### src/rtl/key_conditioner.sv
// rtl/key_conditioner.sv - debounces active-low KEY pins into clean press levels and press/release pulses
module key_conditioner #(
    parameter int N_KEYS          = 4,
    parameter int DEBOUNCE_CYCLES = 50000
) (
    input  logic              clk,
    input  logic              reset_n,
    input  logic [N_KEYS-1:0] key_n,
    output logic [N_KEYS-1:0] pressed,
    output logic [N_KEYS-1:0] press_pulse,
    output logic [N_KEYS-1:0] release_pulse,
    output logic              any_pressed
);

    localparam int              CNT_W    = $clog2(DEBOUNCE_CYCLES + 1);
    localparam logic [CNT_W-1:0] CNT_LAST = CNT_W'(DEBOUNCE_CYCLES - 1);
    localparam logic [CNT_W-1:0] CNT_ONE  = CNT_W'(1);

    typedef enum logic [1:0] {
        ST_RELEASED    = 2'd0,
        ST_PRESS_CHK   = 2'd1,
        ST_PRESSED     = 2'd2,
        ST_RELEASE_CHK = 2'd3
    } state_t;

    for (genvar gi = 0; gi < N_KEYS; gi++) begin : g_key
        logic             r_sync1;
        logic             r_sync2;
        state_t           r_state;
        state_t           w_state_nxt;
        logic [CNT_W-1:0] r_cnt;
        logic [CNT_W-1:0] w_cnt_nxt;
        logic             r_pressed;
        logic             r_press_pulse;
        logic             r_release_pulse;
        logic             w_pressed_nxt;
        logic             w_press_nxt;
        logic             w_release_nxt;
        logic             w_cnt_done;
        logic             w_key_down;

        // Synchronizer idles at 1 so a key held through reset is seen as a fresh press.
        always_ff @(posedge clk or negedge reset_n) begin
            if (!reset_n) begin
                r_sync1 <= 1'b1;
                r_sync2 <= 1'b1;
            end else begin
                r_sync1 <= key_n[gi];
                r_sync2 <= r_sync1;
            end
        end

        assign w_key_down = ~r_sync2;
        assign w_cnt_done = (r_cnt == CNT_LAST);

        always_ff @(posedge clk or negedge reset_n) begin
            if (!reset_n) begin
                r_state         <= ST_RELEASED;
                r_cnt           <= '0;
                r_pressed       <= 1'b0;
                r_press_pulse   <= 1'b0;
                r_release_pulse <= 1'b0;
            end else begin
                r_state         <= w_state_nxt;
                r_cnt           <= w_cnt_nxt;
                r_pressed       <= w_pressed_nxt;
                r_press_pulse   <= w_press_nxt;
                r_release_pulse <= w_release_nxt;
            end
        end

        always_comb begin
            w_state_nxt = r_state;
            w_cnt_nxt   = r_cnt;
            unique case (r_state)
                ST_RELEASED: begin
                    if (w_key_down) begin
                        w_state_nxt = ST_PRESS_CHK;
                        w_cnt_nxt   = '0;
                    end
                end
                ST_PRESS_CHK: begin
                    if (!w_key_down) begin
                        w_state_nxt = ST_RELEASED;
                    end else if (w_cnt_done) begin
                        w_state_nxt = ST_PRESSED;
                    end else begin
                        w_cnt_nxt = r_cnt + CNT_ONE;
                    end
                end
                ST_PRESSED: begin
                    if (!w_key_down) begin
                        w_state_nxt = ST_RELEASE_CHK;
                        w_cnt_nxt   = '0;
                    end
                end
                ST_RELEASE_CHK: begin
                    if (w_key_down) begin
                        w_state_nxt = ST_PRESSED;
                    end else if (w_cnt_done) begin
                        w_state_nxt = ST_RELEASED;
                    end else begin
                        w_cnt_nxt = r_cnt + CNT_ONE;
                    end
                end
                default: begin
                    w_state_nxt = ST_RELEASED;
                    w_cnt_nxt   = '0;
                end
            endcase
        end

        // Pulses are mutually exclusive because they come from different check states.
        always_comb begin
            w_press_nxt   = (r_state == ST_PRESS_CHK) && w_key_down && w_cnt_done;
            w_release_nxt = (r_state == ST_RELEASE_CHK) && !w_key_down && w_cnt_done;
            w_pressed_nxt = r_pressed;
            if (w_press_nxt) begin
                w_pressed_nxt = 1'b1;
            end else if (w_release_nxt) begin
                w_pressed_nxt = 1'b0;
            end
        end

        assign pressed[gi]       = r_pressed;
        assign press_pulse[gi]   = r_press_pulse;
        assign release_pulse[gi] = r_release_pulse;
    end

    assign any_pressed = |pressed;

endmodule

### config.mk
export PLATFORM = sky130hd
export DESIGN_NAME = key_conditioner
export DESIGN_NICKNAME = d
export VERILOG_FILES = /design/src/rtl/key_conditioner.sv
export SDC_FILE = /design/constraint.sdc
export NUM_CORES = 1
export LEC_CHECK = 0
export CORE_MARGIN = 3
export CORE_UTILIZATION = 65
export CTS_CLUSTER_SIZE = 8
export DETAILED_ROUTE_END_ITERATION = 6
export PLACE_DENSITY = 0.84
export SLEW_MARGIN = 40
export SYNTH_ARGS = -nofsm -noshare
export SYNTH_HDL_FRONTEND = slang
export SYNTH_SLANG_ARGS = --single-unit
### constraint.sdc
create_clock -name clk -period 5.7 [get_ports clk]
set_input_delay 0.855 -clock clk [delete_from_list [all_inputs] [get_ports clk]]
set_output_delay 0.855 -clock clk [all_outputs]
set_load 0.005 [all_outputs]
== After elaboration in Yosys (flattened, before gate mapping) ==
Index checks and enable logic that the tools add are counted.
Storage, ports and cells
  flip-flop bits (word level): 92
  input port bits: 6
  output and inout port bits: 13
  word-level logic and storage cells: 169
Operators by class
  add/sub/neg operators: 4
  equal/unequal tests: 40
  mux-type cells: 60
  bitwise operators: 4
  reduce and logical (&&, ||, !) cells: 33
Operators with widths (number)
  2-to-1 mux 16 bit: 20
  case mux 16 bit (4 select lines): 4
  adder 16 x 1 -> 16 bit, second input constant: 4
  == test 16 bit, second input constant: 4
  2-to-1 mux 2 bit: 24
  inequality test 2 bit, second input constant: 16
  case mux 2 bit (4 select lines): 4
  AND reduction 4 bit: 8
  inequality test 3 bit, second input constant: 8
  == test 2 bit, second input constant: 8
  logical AND 1 bit: 16
  == test 2 x 1 -> 1 bit, second input constant: 4
  zero test 2 bit: 4
  2-to-1 mux 1 bit: 8
  nonzero test 2 bit: 4
  NOT 1 bit: 4
  OR reduction 4 bit: 1

== Logic depth before layout (Yosys ltp) ==
  depth in word-level cells: 5
  mapped depth: 9
  depth with buffers taken out: 7

== Worst setup path before layout ==
Ideal clock, no wire load.
  path kind: flip-flop to flip-flop
  from: register g_key[1].r_cnt[0]
  to: register g_key[1].r_cnt[11]
  library setup time: 69 ps
  data arrival time: 1978 ps
  required time: 5631 ps
  setup slack: 3653 ps
  cell stages (with the launch flop): 9
  buffers on the path: 2
  period minus slack after synthesis: 2047 ps
  cell sequence: dfrtp_1 -> ha_1 -> and3_1 -> and4_1 -> buf_2 -> or2_1 -> clkbuf_2 -> or4_1 -> nand3_1
On the way
  longest elaborated chain between the ends: 4
  elaborated cells between the ends (all ways): 6
  classes of those cells: add/sub (1); eq/ne (1); mux (4)
Ends and longest elaborated chain
  start, declared: line 31  | logic [CNT_W-1:0] r_cnt;
  start signal, assigned: line 65  | r_cnt <= w_cnt_nxt;
  adder 16 x 1 -> 16 bit or == test 16 bit (tied branches): line 88, 103, 54
  2-to-1 mux 16 bit (*): line 85, 100
  2-to-1 mux 16 bit, on equally long branches: line 98, 83
  case mux 16 bit (4 select lines) (*): line 75  | unique case (r_state)
Every way passes the cells marked *; elsewhere a longest branch is shown, timed or not. The select of a mux whose other input is x is not followed.
A chain may end at the register's enable or synchronous reset.

== Final worst setup path ==
  from: register g_key[1].r_pressed
  to: output port any_pressed
On the way
  longest elaborated chain between the ends: 1
Ends and longest elaborated chain
  start, declared: line 33  | logic r_pressed;
  start signal, assigned: line 66  | r_pressed <= w_pressed_nxt;
  OR reduction 4 bit: line 130  | assign any_pressed = |pressed;
  end, declared: line 12  | output logic any_pressed
No other way between the ends.

==> flow_summary.toml <==
[route]
drt_wl_total_um = 9319
post_drt_wl_per_cell_um = 15.05
final_ant_viol_nets = 0
detailedRoute.firstIterationViolations = 216
drt_pass1_iterations = 5
detail_route.drc_violations = 0
detailroute.via_count = 3795
avgViaCountPerCell = 6.131

[critical_path]
cp_data_required_time_ns = 4.85
critPathKind = "reg -> out"
r2r_startpoint = "g_key[3].r_cnt[0]"
timing.rr.end = "g_key[3].r_cnt[15]"
timing.reg2reg.worst_path_depth = 6
cp-end-kind = "output port"
r2r_setup_slack_ns = 3.42
worst_ep_arrival_time_ns = 1.80
worstSetupStartpointType = "register"
critical_path_peak_fanout = 4

[synth]
syn-cell-area_um2 = 4731
yosys.area.top_type_share_pct = 44.43
dominantRegCellSynth = "dfrtp_1"
synth_seq_cells = 92
postSynth.asyncResetShare_pct = 100.0
synth_nets = 527
yosysSeqAreaShare_pct = 48.88
ys_types = 55
yosys.area.top_type = "dfrtp_1"
synth.most_common_cell = "dfrtp_1"
post_synth_main_area_contributors = "dfrtp_1 (44%), nand2_1 (4.5%), dfstp_2 (4.4%)"
synthesis_warnings = 0
post_synth_edffs = 0
synth.cells.most_frequent = "dfrtp_1 (84), nand2_1 (57), nor2_1 (53)"
synthesized_instance_count = 517
synthesis.area_per_instance_um2 = 9.150

[floorplan]
boundaryPins = 19
floorplan.core_area_um2 = 6907
initial_utilization_pct = 68.50
die-area_um2 = 8338
die-width_um = 91.31
die_height_um = 91.31
floorplan_row_count = 30

[place]
port_buffers = 18
post_dp_cell_area_um2 = 4871
dp_hpwl_um = 6401
finalWeightedCongestion = 0.8579

[outcome]
outcome = "finished, final reports clean"

[clock_network]
cts.htree.levels = 3
cts_hold_buffers = 0
insertion_delay_ns = 0.36
postCtsResizedCells = 0
post_cts_setup_buffer_count = 0
cts_buffer_depth = 2
cts-buffers-inserted = 9
cts.reportedPaths.clkPinSlew_ns = 0.08
ctsRootBufferMaster = "clkbuf_8"
numClockSinks = 92
tritoncts = "done"

[sta]
final_hold_viol_count = 0
worstMarginPinSlew_ns = 0.7486
final-max-slew-violation-count = 0
slew-limit-headroom_pct = 50.10
report.final.setup_viol = 0
timing.final.crit_share_pct = 46.53
fin_setup_tns_ns = 0
achievable-frequency_mhz = 377.0
timing.clock.skew_ns = 0.009338
grt_setup_unrepaired = "no"
period_needed_ns = 2.652

[cells_and_area]
area_growth_syn_to_layout_pct = 6.824
finish.net_count = 528
post-route-cell-area_um2 = 5054
antenna-diode-count = 0
fraction_of_layout_cells_with_a_size_suffix_above_1_pct = 6.692
nFillCells = 542

[hold_path]
timing.hold.worst.class = "reg -> reg"
origin_of_the_worst_min_delay_path = "g_key[1].r_sync1"
timing.hold.worst_path_depth = 0
worst_hold_path_ep = "g_key[1].r_sync2"

[global_routing]
largest_net_degree_at_the_start_of_global_routing = 67
first_pass_grt_wire_length_um = 16370
gr-usage-all-layers_pct = 23.84
number_of_antenna_violations_at_the_first_check_in_global_routing = 0
global_route.overflow_total = 0
number_of_global_route_vias_before_repair = 3632

[job]
drv.max_cap_violation_count = 0

[power_and_ir_drop]
ir_worst_vdd_uv = 236.1
p_per_area_nw_per_um2 = 229.5
p_leak_nw = 2.095
post-layout-total-power_mw = 1.160
[critical path: stages (launching register included)]
cell	delay, ns
dfrtp_1	0.42
or4_1	0.56
clkdlybuf4s50_1	0.47
[worst max path at each step]
stage,start,to,slack (ns),cells after the start
final,g_key[1].r_pressed,any_pressed,3.05,2
after global routing,g_key[1].r_pressed,any_pressed,2.99,2
after CTS,g_key[1].r_pressed,any_pressed,3.03,2
after detailed placement,g_key[3].r_sync2,g_key[3].r_cnt[4],3.35,3
after global placement,g_key[1].r_pressed,any_pressed,3.44,2
after floorplan,g_key[1].r_cnt[0],g_key[1].r_cnt[11],3.65,8
[report_power, final]
part / internal (mW) / switching (mW) / leakage (nW)
clock: 0.170 / 0.220 / 0.0863
combinational: 0.0242 / 0.0469 / 0.769
sequential: 0.673 / 0.0255 / 1.24
[area by class of cell]
| type | count | area (µm²) | area share, % |
|---|---|---|---|
| well taps | 96 | 120.1 | 2.377 |
| flip-flops and latches | 92 | 2312 | 45.75 |
| clock inverters | 4 | 26.28 | 0.5199 |
| inverters | 21 | 78.83 | 1.560 |
| multi-input cells | 374 | 2175 | 43.03 |
| repair buffers | 20 | 196.4 | 3.887 |
| clock buffers | 12 | 145.1 | 2.872 |
[through the flow]
step                      hold WS [ns]  cells  setup slack (ns)  utilization [%]
after floorplan                 0.3452    517             3.653                -
after global placement          0.3458    603             3.441            70.53
after detailed placement        0.3468    603             3.354            70.53
after CTS                       0.3593    619             3.035            73.01
after global routing            0.3640    619             2.994            73.17
final                           0.3584    619             3.048            73.17
[cell families after synthesis]
group	share of synthesized area, %
adder cells (fa/ha/maj)	1.058
flip-flops	48.88
buffers and inverters	5.316
multiplexers	3.200
AO/OA/AOI/OAI	12.64
AND/OR/NAND/NOR	25.95
XOR/XNOR	2.962
[cell usage in the layout, fill, tap and decap left out, types with 6 or more instances in the layout]
master	instances
dfrtp_1	84
a31oi_1	9
clkdlybuf4s50_1	17
a21oi_1	29
inv_1	20
nand2_1	57
nor3_1	19
clkbuf_8	10
or4_1	7
dfstp_2	8
o21ai_0	39
xor2_1	6
nand4_1	19
nor2_1	53
nand3_1	33
mux2i_1	14
and3_1	10
xnor2_1	9
and2_1	6
[routing by layer]
metal	track usage [%]	vias to the layer above	wire length, µm
li1	-	1852	-
met1	32.07	1828	4181
met2	38.14	105	4532
met3	5.965	10	495
met4	7.538	0	109
met5	0	-	0
[registers in the layout (all words and copies together), names as in the netlist, named ones only]
signal / cells
g_key.r_cnt: 64
g_key.r_press_pulse: 4
g_key.r_pressed: 4
g_key.r_release_pulse: 4
g_key.r_state: 4
g_key.r_sync1: 4
g_key.r_sync2: 4
Note: power is estimated with default switching activity, not from simulation.
